<file path="src/rtl/mul_seq.sv">
// mul_seq: multi-cycle 16x16 shift-add multiply sequencer for the execute
// stage. Borrows the stage's shared 16-bit adder while a multiply is in
// flight and stalls the pipeline until the 32-bit product is ready.
//
// Optional feature macro: MUL_SIGNED_EN
//   defined   -> two's-complement operands supported (ABS/NEG states present)
//   undefined -> unsigned only; `sign` is ignored, every multiply takes 17 cycles
//
// Handshake: `start` is a request that is only accepted when the sequencer is
// IDLE and `flush` is low; `stall` rises combinationally in the accepting
// cycle and stays high until the cycle `done` pulses with the held product.
module mul_seq (
  input  logic        clk,
  input  logic        rst_n,
  input  logic        start,
  input  logic [15:0] op_a,
  input  logic [15:0] op_b,
  input  logic        sign,
  input  logic        flush,
  input  logic [15:0] add_s,
  input  logic        add_cout,
  output logic        alu_own,
  output logic [15:0] add_a,
  output logic [15:0] add_b,
  output logic        add_cin,
  output logic        stall,
  output logic        done,
  output logic [15:0] prod_lo,
  output logic [15:0] prod_hi
);

  typedef enum logic [2:0] {
    S_IDLE   = 3'd0,
    S_ABS_A  = 3'd1,
    S_ABS_B  = 3'd2,
    S_ITER   = 3'd3,
    S_NEG_LO = 3'd4,
    S_NEG_HI = 3'd5,
    S_DONE   = 3'd6
  } state_t;

  state_t      state_q;
  logic [15:0] m_q;
  logic [15:0] p_hi_q;
  logic [15:0] p_lo_q;
  logic [3:0]  cnt_q;
`ifdef MUL_SIGNED_EN
  logic        neg_q;
  logic        c_q;
`else
  logic        unused_sign;
  assign unused_sign = sign;
`endif

  // Partial product after one shift-add step: adder result on top, shifted
  // multiplier bits below.
  logic [31:0] iter_p;
  assign iter_p = {add_cout, add_s, p_lo_q[15:1]};

  // Ownership and status are pure decodes of the state register; the start
  // term of stall is combinational so the MUL is held in EX when accepted.
  assign alu_own = (state_q != S_IDLE) && (state_q != S_DONE);
  assign stall   = alu_own || (start && (state_q == S_IDLE));
  assign done    = (state_q == S_DONE);

  // Steer the shared adder inputs; all zero when the adder is not owned.
  always_comb begin
    add_a   = 16'h0000;
    add_b   = 16'h0000;
    add_cin = 1'b0;
    case (state_q)
`ifdef MUL_SIGNED_EN
      S_ABS_A: begin
        add_a   = ~m_q;
        add_cin = 1'b1;
      end
      S_ABS_B: begin
        add_a   = ~p_lo_q;
        add_cin = 1'b1;
      end
      S_NEG_LO: begin
        add_a   = ~p_lo_q;
        add_cin = 1'b1;
      end
      S_NEG_HI: begin
        add_a   = ~p_hi_q;
        add_cin = c_q;
      end
`endif
      S_ITER: begin
        add_a = p_hi_q;
        add_b = p_lo_q[0] ? m_q : 16'h0000;
      end
      default: ;
    endcase
  end

  // Sequencer FSM: datapath registers, state and the held product.
  always_ff @(posedge clk) begin
    if (!rst_n) begin
      state_q <= S_IDLE;
      m_q     <= 16'h0000;
      p_hi_q  <= 16'h0000;
      p_lo_q  <= 16'h0000;
      cnt_q   <= 4'd0;
      prod_hi <= 16'h0000;
      prod_lo <= 16'h0000;
`ifdef MUL_SIGNED_EN
      neg_q   <= 1'b0;
      c_q     <= 1'b0;
`endif
    end else if (flush && (state_q != S_IDLE)) begin
      // Abort: product registers keep the previous result.
      state_q <= S_IDLE;
    end else begin
      case (state_q)
        S_IDLE: begin
          if (start && !flush) begin
            m_q    <= op_a;
            p_lo_q <= op_b;
            p_hi_q <= 16'h0000;
            cnt_q  <= 4'd0;
`ifdef MUL_SIGNED_EN
            neg_q   <= sign & (op_a[15] ^ op_b[15]);
            state_q <= sign ? S_ABS_A : S_ITER;
`else
            state_q <= S_ITER;
`endif
          end
        end
`ifdef MUL_SIGNED_EN
        S_ABS_A: begin
          if (m_q[15]) m_q <= add_s;
          state_q <= S_ABS_B;
        end
        S_ABS_B: begin
          if (p_lo_q[15]) p_lo_q <= add_s;
          state_q <= S_ITER;
        end
`endif
        S_ITER: begin
          {p_hi_q, p_lo_q} <= iter_p;
          cnt_q <= cnt_q + 4'd1;
          if (cnt_q == 4'd15) begin
`ifdef MUL_SIGNED_EN
            if (neg_q) begin
              state_q <= S_NEG_LO;
            end else begin
              state_q <= S_DONE;
              {prod_hi, prod_lo} <= iter_p;
            end
`else
            state_q <= S_DONE;
            {prod_hi, prod_lo} <= iter_p;
`endif
          end
        end
`ifdef MUL_SIGNED_EN
        S_NEG_LO: begin
          p_lo_q  <= add_s;
          c_q     <= add_cout;
          state_q <= S_NEG_HI;
        end
        S_NEG_HI: begin
          p_hi_q  <= add_s;
          prod_hi <= add_s;
          prod_lo <= p_lo_q;
          state_q <= S_DONE;
        end
`endif
        S_DONE:  state_q <= S_IDLE;
        default: state_q <= S_IDLE;
      endcase
    end
  end

endmodule

</file>
<file path="config.mk">
export PLATFORM = sky130hd
export DESIGN_NAME = mul_seq
export DESIGN_NICKNAME = d
export VERILOG_FILES = /design/src/rtl/mul_seq.sv
export SDC_FILE = /design/constraint.sdc
export NUM_CORES = 1
export LEC_CHECK = 0
export CORE_ASPECT_RATIO = 0.75
export CORE_MARGIN = 8
export CORE_UTILIZATION = 40
export CTS_CLUSTER_SIZE = 25
export DETAILED_ROUTE_END_ITERATION = 16
export PLACE_DENSITY = 0.68
export REMOVE_ABC_BUFFERS = 1
export SKIP_CTS_REPAIR_TIMING = 1
export SLEW_MARGIN = 20
export SYNTH_ARGS = -nofsm -noshare
export SYNTH_HDL_FRONTEND = slang
export SYNTH_SLANG_ARGS = --single-unit
</file>
<file path="constraint.sdc">
create_clock -name clk -period 2.6 [get_ports clk]
set_clock_uncertainty 0.2 [all_clocks]
set_input_delay 0.52 -clock clk [delete_from_list [all_inputs] [get_ports clk]]
set_output_delay 0.52 -clock clk [all_outputs]
set_load 0.03 [all_outputs]
</file>
Word level (Yosys, flattened, before mapping)

Cells that the tools add are included.

Register bits after elaboration: 87
Latch bits: 0
RAM bits: 0
Bits in read-only memories: 0
Bits of input ports: 54
Output and inout bits: 68
Logic and storage cells: 42
Memories: 0

$add $sub $neg: 1
Multipliers: 0
Div/mod/pow operators: 0
Order comparisons: 0
Equality and inequality tests: 6
Shift-type cells: 0
Muxes and demuxes: 12
Bitwise logic cells: 2
Reduce and logical (&&, ||, !) cells: 14

Operators by type and width:

| operator              | number |
|---|---|
| $mux W16              | 5 |
| $pmux W16 S2          | 2 |
| $reduce_and A3 Y1     | 3 |
| $pmux W4 S2           | 1 |
| $mux W3               | 2 |
| $pmux W3 S2           | 1 |
| $add A4 B1 Y4 const B | 1 |
| $eq A4 B4 Y1 const B  | 1 |
| $logic_and A1 B1 Y1   | 4 |
| $mux W4               | 1 |
| $eq A3 B2 Y1 const B  | 1 |
| $eq A3 B3 Y1 const B  | 1 |
| $logic_not A3 Y1      | 1 |
| $ne A3 B3 Y1 const B  | 1 |
| $reduce_bool A3 Y1    | 1 |
| $ne A2 B1 Y1 const B  | 1 |
| $ne A2 B2 Y1 const B  | 1 |
| $not A1 Y1            | 2 |
| $reduce_and A2 Y1     | 1 |
| $reduce_bool A2 Y1    | 1 |
| $reduce_or A2 Y1      | 1 |
| $logic_not A1 Y1      | 1 |
| $logic_or A1 B1 Y1    | 1 |

Logic depth before layout (Yosys ltp)

Gate-level depths: netlist of run 1.

Word-level depth: 4
Gate-level depth with buffers: 6
Gate-level depth less buffers: 4

Least setup slack after synthesis of run 1

Ideal clock, no wire load.

Kind: register to output
Start: register state_q[2]
End: output alu_own
Arrival time: 1.565 ns
Required time: 1.880 ns
Slack: 0.315 ns
Cell stages (with the launch flop): 6
Cell sequence: dfxtp_1 -> buf_2 -> buf_2 -> nand2_1 -> nor2_1 -> nor2_1

Word-level cells in the longest chain between the ends: 2

Ends and longest elaborated chain:

| what                                               | line | text |
|---|---|---|
| start, declared                                    | 42   | `state_t state_q;` |
| start signal, assigned                             | 101  | `state_q <= S_IDLE;` |
| start signal, assigned                             | 114  | `state_q <= S_IDLE;` |
| start signal, assigned                             | 127  | `state_q <= S_ITER;` |
| $ne A3 B3 Y1 or $reduce_bool A3 Y1 (tied branches) | 62   | `assign alu_own = (state_q != S_IDLE) && (state_q != S_DONE);` |
| $logic_and A1 B1 Y1 (*)                            | 62   |  |
| end, declared                                      | 22   | `output logic alu_own,` |

Every way passes the cells marked *; elsewhere a longest branch is shown, timed or not.

Final worst setup path of run 1

Start: register state_q[1]
End: output add_b[6]

Word-level cells in the longest chain between the ends: 2

Ends and longest elaborated chain:

| what          | line | text |
|---|---|---|
| $eq A3 B2 Y1  | 71   | `case (state_q)` |
| $mux W16      | 71   |  |
| end, declared | 24   | `output logic [15:0] add_b,` |

No other way between the ends.

==> out/qor.yml, run 1 <==
pwr:
  p_per_area_nw_per_um2: 537
  combPwrFrac_pct: 8.9
  p_int_mw: 2.17
  power_mw: 2.85
  power.switching_mw: 0.684
  switching_share_pct: 24.0
  p_leak_nw: 1.92
  power_frac_seq_pct: 48.8
  vdd_drop_max_mv: 0.339
  clock_power_share_pct: 42.4
sta:
  hold_viol: 0
  setup-tns-final_ns: 0
  slew_viol_final: 0
  tightest_slew_ns: 0.790
  finalCritPeriodShare_pct: 93.7
  maxSlewHeadroom_pct: 47.3
  layout_min_cycle_time_ns: 2.44
  finalSetupViolCount: 0
  timing.hold.ws_ns: 0.269
  fmax_ghz: 0.410
  rsz0062_at_grt: "false"
  worst_slack_ns: 0.163
global_route:
  grt_overflow: 0
  track_usage_pct: 17.9
  grt_start_max_net_pins: 53
  grt_pass1_vias: 3615
  grt_pass1_wl_um: 18800
  antenna_found_initial: 0
final_layout:
  layout.nets: 587
  area_growth_pct: 38.0
  drive_above_1_share_pct: 14.2
  multiInputGateArea_sq_um: 1850
  final-seq-area_sq_um: 1740
  design_area_sq_um: 5310
  final.fill_count: 899
  diodes: 0
floorplan:
  ioPinCount: 122
  die_h_um: 101
  fp.dieW_um: 129
  start_util_pct: 40.5
  die_area_sq_um: 13000
  core_sq_um: 9500
  std_cell_rows: 31
synthesis:
  synth_top_flop_cell: "dfxtp_1"
  synth_warnings: 0
  ys_async_sr_fraction_pct: 0
  syn_avg_cell_area_sq_um: 8.85
  yosysMostFrequentCell: "dfxtp_1"
  synth_cell_types: 39
  yosys-top-cells-area: "dfxtp_1, a21oi_1, nand3_1"
  post-synth-top-area-cell: "dfxtp_1"
  ys_seq_elements: 87
  netlist_area_sq_um: 3850
  synth_common_cells: "dfxtp_1, a21oi_1, nand3_1"
  synth_edf_count: 0
  yosysSeqAreaShare_pct: 45.3
  synth_top_area_share_pct: 45.3
  syn_inst: 435
place:
  dp_hpwl_um: 8090
  placed_cell_area_sq_um: 5020
  portBuffers: 119
  gp_congestion: 0.730
  post-place-ws_ns: 0.229
worst_setup_path:
  endpoint_kind: "output pin"
  start_kind: "register"
  critPathMaxStageDelay_ns: 0.49
  crit_chain: "and3b_4 > and3_1 > buf_4"
  critPathKind: "register to output pin"
  timing.rr.start: "state_q[1]"
  cp-startpoint: "state_q[1]"
  reg2reg_depth: 4
  slowest_stage: "dfxtp_1"
  cp_data_arrival_time_ns: 1.72
  worstPathRequired_ns: 1.88
  cp_max_fo: 33
flow_run:
  drv_cap: 0
min_path:
  hold_path_class: "register to register"
  hp-start: "p_hi_q[15]"
  hold_path_depth: 2
cts:
  cts.root.buffer_cell: "clkbuf_16"
  clockBufferDepth: 2
  cts.sinks: 87
  tritoncts: "yes"
  numCtsBuffers: 9
  htree_num_levels: 3
  clock_latency_ns: 0.33
  path_clk_slew_ns: 0.06
outcome:
  status: "finished clean"
routing:
  firstDrtPassIters: 7
  drtAntennaViolNets: 0
  num_vias: 3660
  route.detailed.drc: 0
  post_drt_wl_per_cell_um: 17.7
  vias_per_cell: 5.47
  routed_wl_um: 11900
  drtIter0Drc: 227
layer usage:
metal	routed length (um)	track usage, %	up-vias
li1	-	-	1802
met1	5060	21.9	1761
met5	0	0	-
met4	41	4.14	0
met3	593	3.59	4
met2	6160	31.4	93
flip-flops by register name, indices dropped and copies added (netlist names):
signal and count:
cnt_q 4, state_q 3, prod_lo 16, prod_hi 16, p_hi_q 16, p_lo_q 16
m_q 16
final cells by class:
class / count / share of cell area (%)
multi-input cells: 295 / 34.9
flip-flops and latches: 87 / 32.8
repair buffers: 136 / 23.7
clock buffers: 10 / 4.50
well taps: 132 / 3.11
clock inverters: 6 / 0.848
inverters: 3 / 0.212
stage by stage:
step	util [%]	cells
2_1_floorplan	-	385
3_3_place_gp	52.9	653
3_5_place_dp	52.9	653
4_1_cts	55.9	669
5_1_grt	55.9	669
6_report	55.9	669
cell families after synthesis:
kind of cell               count (synthesis)  share of synthesized area (%)
adders and majority gates                  1                          0.325
DFF                                       87                           45.3
buffers and inverters                     53                           6.70
muxes                                     17                           4.42
AOI/OAI and AO/OA                        172                           27.6
other                                      1                         0.0974
and+or+nand+nor                          104                           15.6
worst paths after layout:
path                end  slack (ns)
min          p_hi_q[15]        0.27
min reg2reg  p_hi_q[15]        0.27
max reg2reg   p_lo_q[5]        0.53
max            add_b[6]        0.16
placed cells by master (no fill, tap or decap), types with 4 or more instances in the layout:
| cell | Yosys | final |
|---|---|---|
| dfxtp_1 | 87 | 87 |
| clkdlybuf4s50_1 | 0 | 84 |
| a21oi_1 | 68 | 68 |
| nand3_1 | 51 | 51 |
| o21ai_0 | 50 | 50 |
| buf_4 | 5 | 50 |
| and3_1 | 17 | 17 |
| mux2i_1 | 17 | 17 |
| and2_1 | 16 | 16 |
| a32o_1 | 16 | 16 |
| o21bai_1 | 16 | 16 |
| o311ai_0 | 15 | 15 |
| clkbuf_16 | 0 | 9 |
| nand2_1 | 4 | 4 |
worst max-delay path, delay by kind of cell (launching register included):
family	cells	cell delay, ns
DFF	1	0.49
buffers and inverters	1	0.16
and+or+nand+nor	2	0.72
power by group through the flow:
stage	registers (mW)	clock network, mW	logic (mW)
after floorplan	1.41	0	0.105
after global placement	1.42	0	0.247
after detailed placement	1.42	0	0.251
after CTS	1.39	1.24	0.252
after global routing	1.39	1.30	0.275
final	1.39	1.21	0.252
Power figures use the tool's default switching activity.
==> run 2, diff against run 1 <==
CTS_CLUSTER_DIAMETER = 120   (was unset)
PLACE_DENSITY = 0.75   (was 0.68)
==> out/qor.yml, run 2 (synthesized netlist as in run 1, its figures left out) <==
outcome:
  status: "finished clean"
cts:
  clock_latency_ns: 0.33
  numCtsBuffers: 9
  path_clk_slew_ns: 0.06
  clockBufferDepth: 2
  cts.root.buffer_cell: "clkbuf_16"
  tritoncts: "yes"
  htree_num_levels: 3
  cts.sinks: 87
worst_setup_path:
  path_depth: 4
  worstPathRequired_ns: 1.88
  path_delay_family: "simple AND/OR/NAND/NOR gates"
  cp_data_arrival_time_ns: 1.62
  reg2reg_depth: 4
  slowest_stage: "nor3_1"
  cp_max_fo: 22
  path_common_cell: "buf_4"
  r2r-end: "p_hi_q[4]"
  critPathKind: "register to output pin"
  endpoint_kind: "output pin"
  path_buf_inv: 2
  r2r_setup_slack_ns: 0.52
  cp-startpoint: "state_q[2]"
  crit_end: "stall"
  crit_chain: "buf_4 > nor3_1 > a21oi_1 > buf_4"
  timing.rr.start: "state_q[2]"
  start_kind: "register"
  critPathMaxStageDelay_ns: 0.42
sta:
  hold_viol: 0
  rsz0062_at_grt: "false"
  tightest_slew_ns: 0.807
  finalCritPeriodShare_pct: 89.9
  slew_viol_final: 0
  maxSlewHeadroom_pct: 46.2
  worst_slack_ns: 0.262
  timing.hold.ws_ns: 0.269
  fmax_ghz: 0.428
  setup-tns-final_ns: 0
  finalSetupViolCount: 0
  layout_min_cycle_time_ns: 2.34
final_layout:
  most-common-layout-cells: "dfxtp_1, clkdlybuf4s50_1, a21oi_1, nand3_1, o21ai_0"
  final-seq-area_sq_um: 1740
  final.fill_count: 853
  area_growth_pct: 42.3
  multiInputGateArea_sq_um: 1850
  layout.nets: 592
  drive_above_1_share_pct: 8.50
  diodes: 0
  final_util_pct: 57.6
  layout_commonest_cell: "dfxtp_1"
routing:
  firstDrtPassIters: 4
  drtAntennaViolNets: 0
  route.detailed.drc: 0
  drtIter0Drc: 282
  routed_wl_um: 12000
  vias_per_cell: 5.53
  post_drt_wl_per_cell_um: 17.8
  num_vias: 3721
global_route:
  grt_overflow: 0
  antenna_found_initial: 0
  grt_start_max_net_pins: 53
  grt_pass1_vias: 3645
  use_met2_pct: 29.9
  grt_use_met1_pct: 22.1
  grt_most_used_layer: "met2"
  use_met3_pct: 4.92
  grt_pass1_wl_um: 18900
  track_usage_pct: 17.9
floorplan:
  ioPinCount: 122
  fp.dieW_um: 129
  die_h_um: 101
  core_sq_um: 9500
  std_cell_rows: 31
  die_area_sq_um: 13000
  start_util_pct: 40.5
min_path:
  hp-start: "p_hi_q[15]"
  hold_path_class: "register to register"
place:
  portBuffers: 119
  post-place-ws_ns: 0.0289
  dp_hpwl_um: 8220
  gp_congestion: 0.766
pwr:
  p_leak_nw: 2.47
  p_per_area_nw_per_um2: 512
  vdd_drop_max_mv: 0.247
flow_run:
  drv_cap: 0
-- run 2: final cells by class --
class	instances	area share (%)
tap	132	3.02
timing repair buffer	141	26.3
clock inverter	3	0.366
multi-input combinational	295	33.8
clock buffer	12	4.50
sequential	87	31.8
inverter	3	0.206
-- run 2: worst register-to-register path: stages (launching register included) --
cell and delay (ns):
dfxtp_1 0.32, buf_4 0.22, nand4bb_1 0.38, nor2_2 0.67, a32o_1 0.23
-- run 2: worst min-delay path by stage --
stage	end	slack (ns)	cells past startpoint
2_1_floorplan	p_hi_q[15]	0.23	2
3_3_place_gp	p_hi_q[15]	0.24	2
3_5_place_dp	p_hi_q[15]	0.25	2
4_1_cts	p_hi_q[15]	0.26	2
5_1_grt	prod_hi[0]	0.29	2
6_report	p_hi_q[15]	0.27	2
-- run 2: power by group --
part,internal (mW),switching (mW)
sequential,1.36,0.0249
clock,0.667,0.491
combinational,0.128,0.130
-- run 2: routing by layer --
| layer | vias up | wire length, um |
|---|---|---|
| li1 | 1811 | - |
| met1 | 1819 | 5250 |
| met2 | 82 | 5860 |
| met3 | 9 | 708 |
| met4 | 0 | 161 |
| met5 | - | 0 |
-- run 2: stage by stage --
step           power [mW]  cells  area, sq um
6_report             2.80    673         5480
5_1_grt              2.92    673         5480
2_1_floorplan        1.52    385         3600
3_3_place_gp         1.66    658         5130
4_1_cts              2.82    673         5400
3_5_place_dp         1.67    658         5130
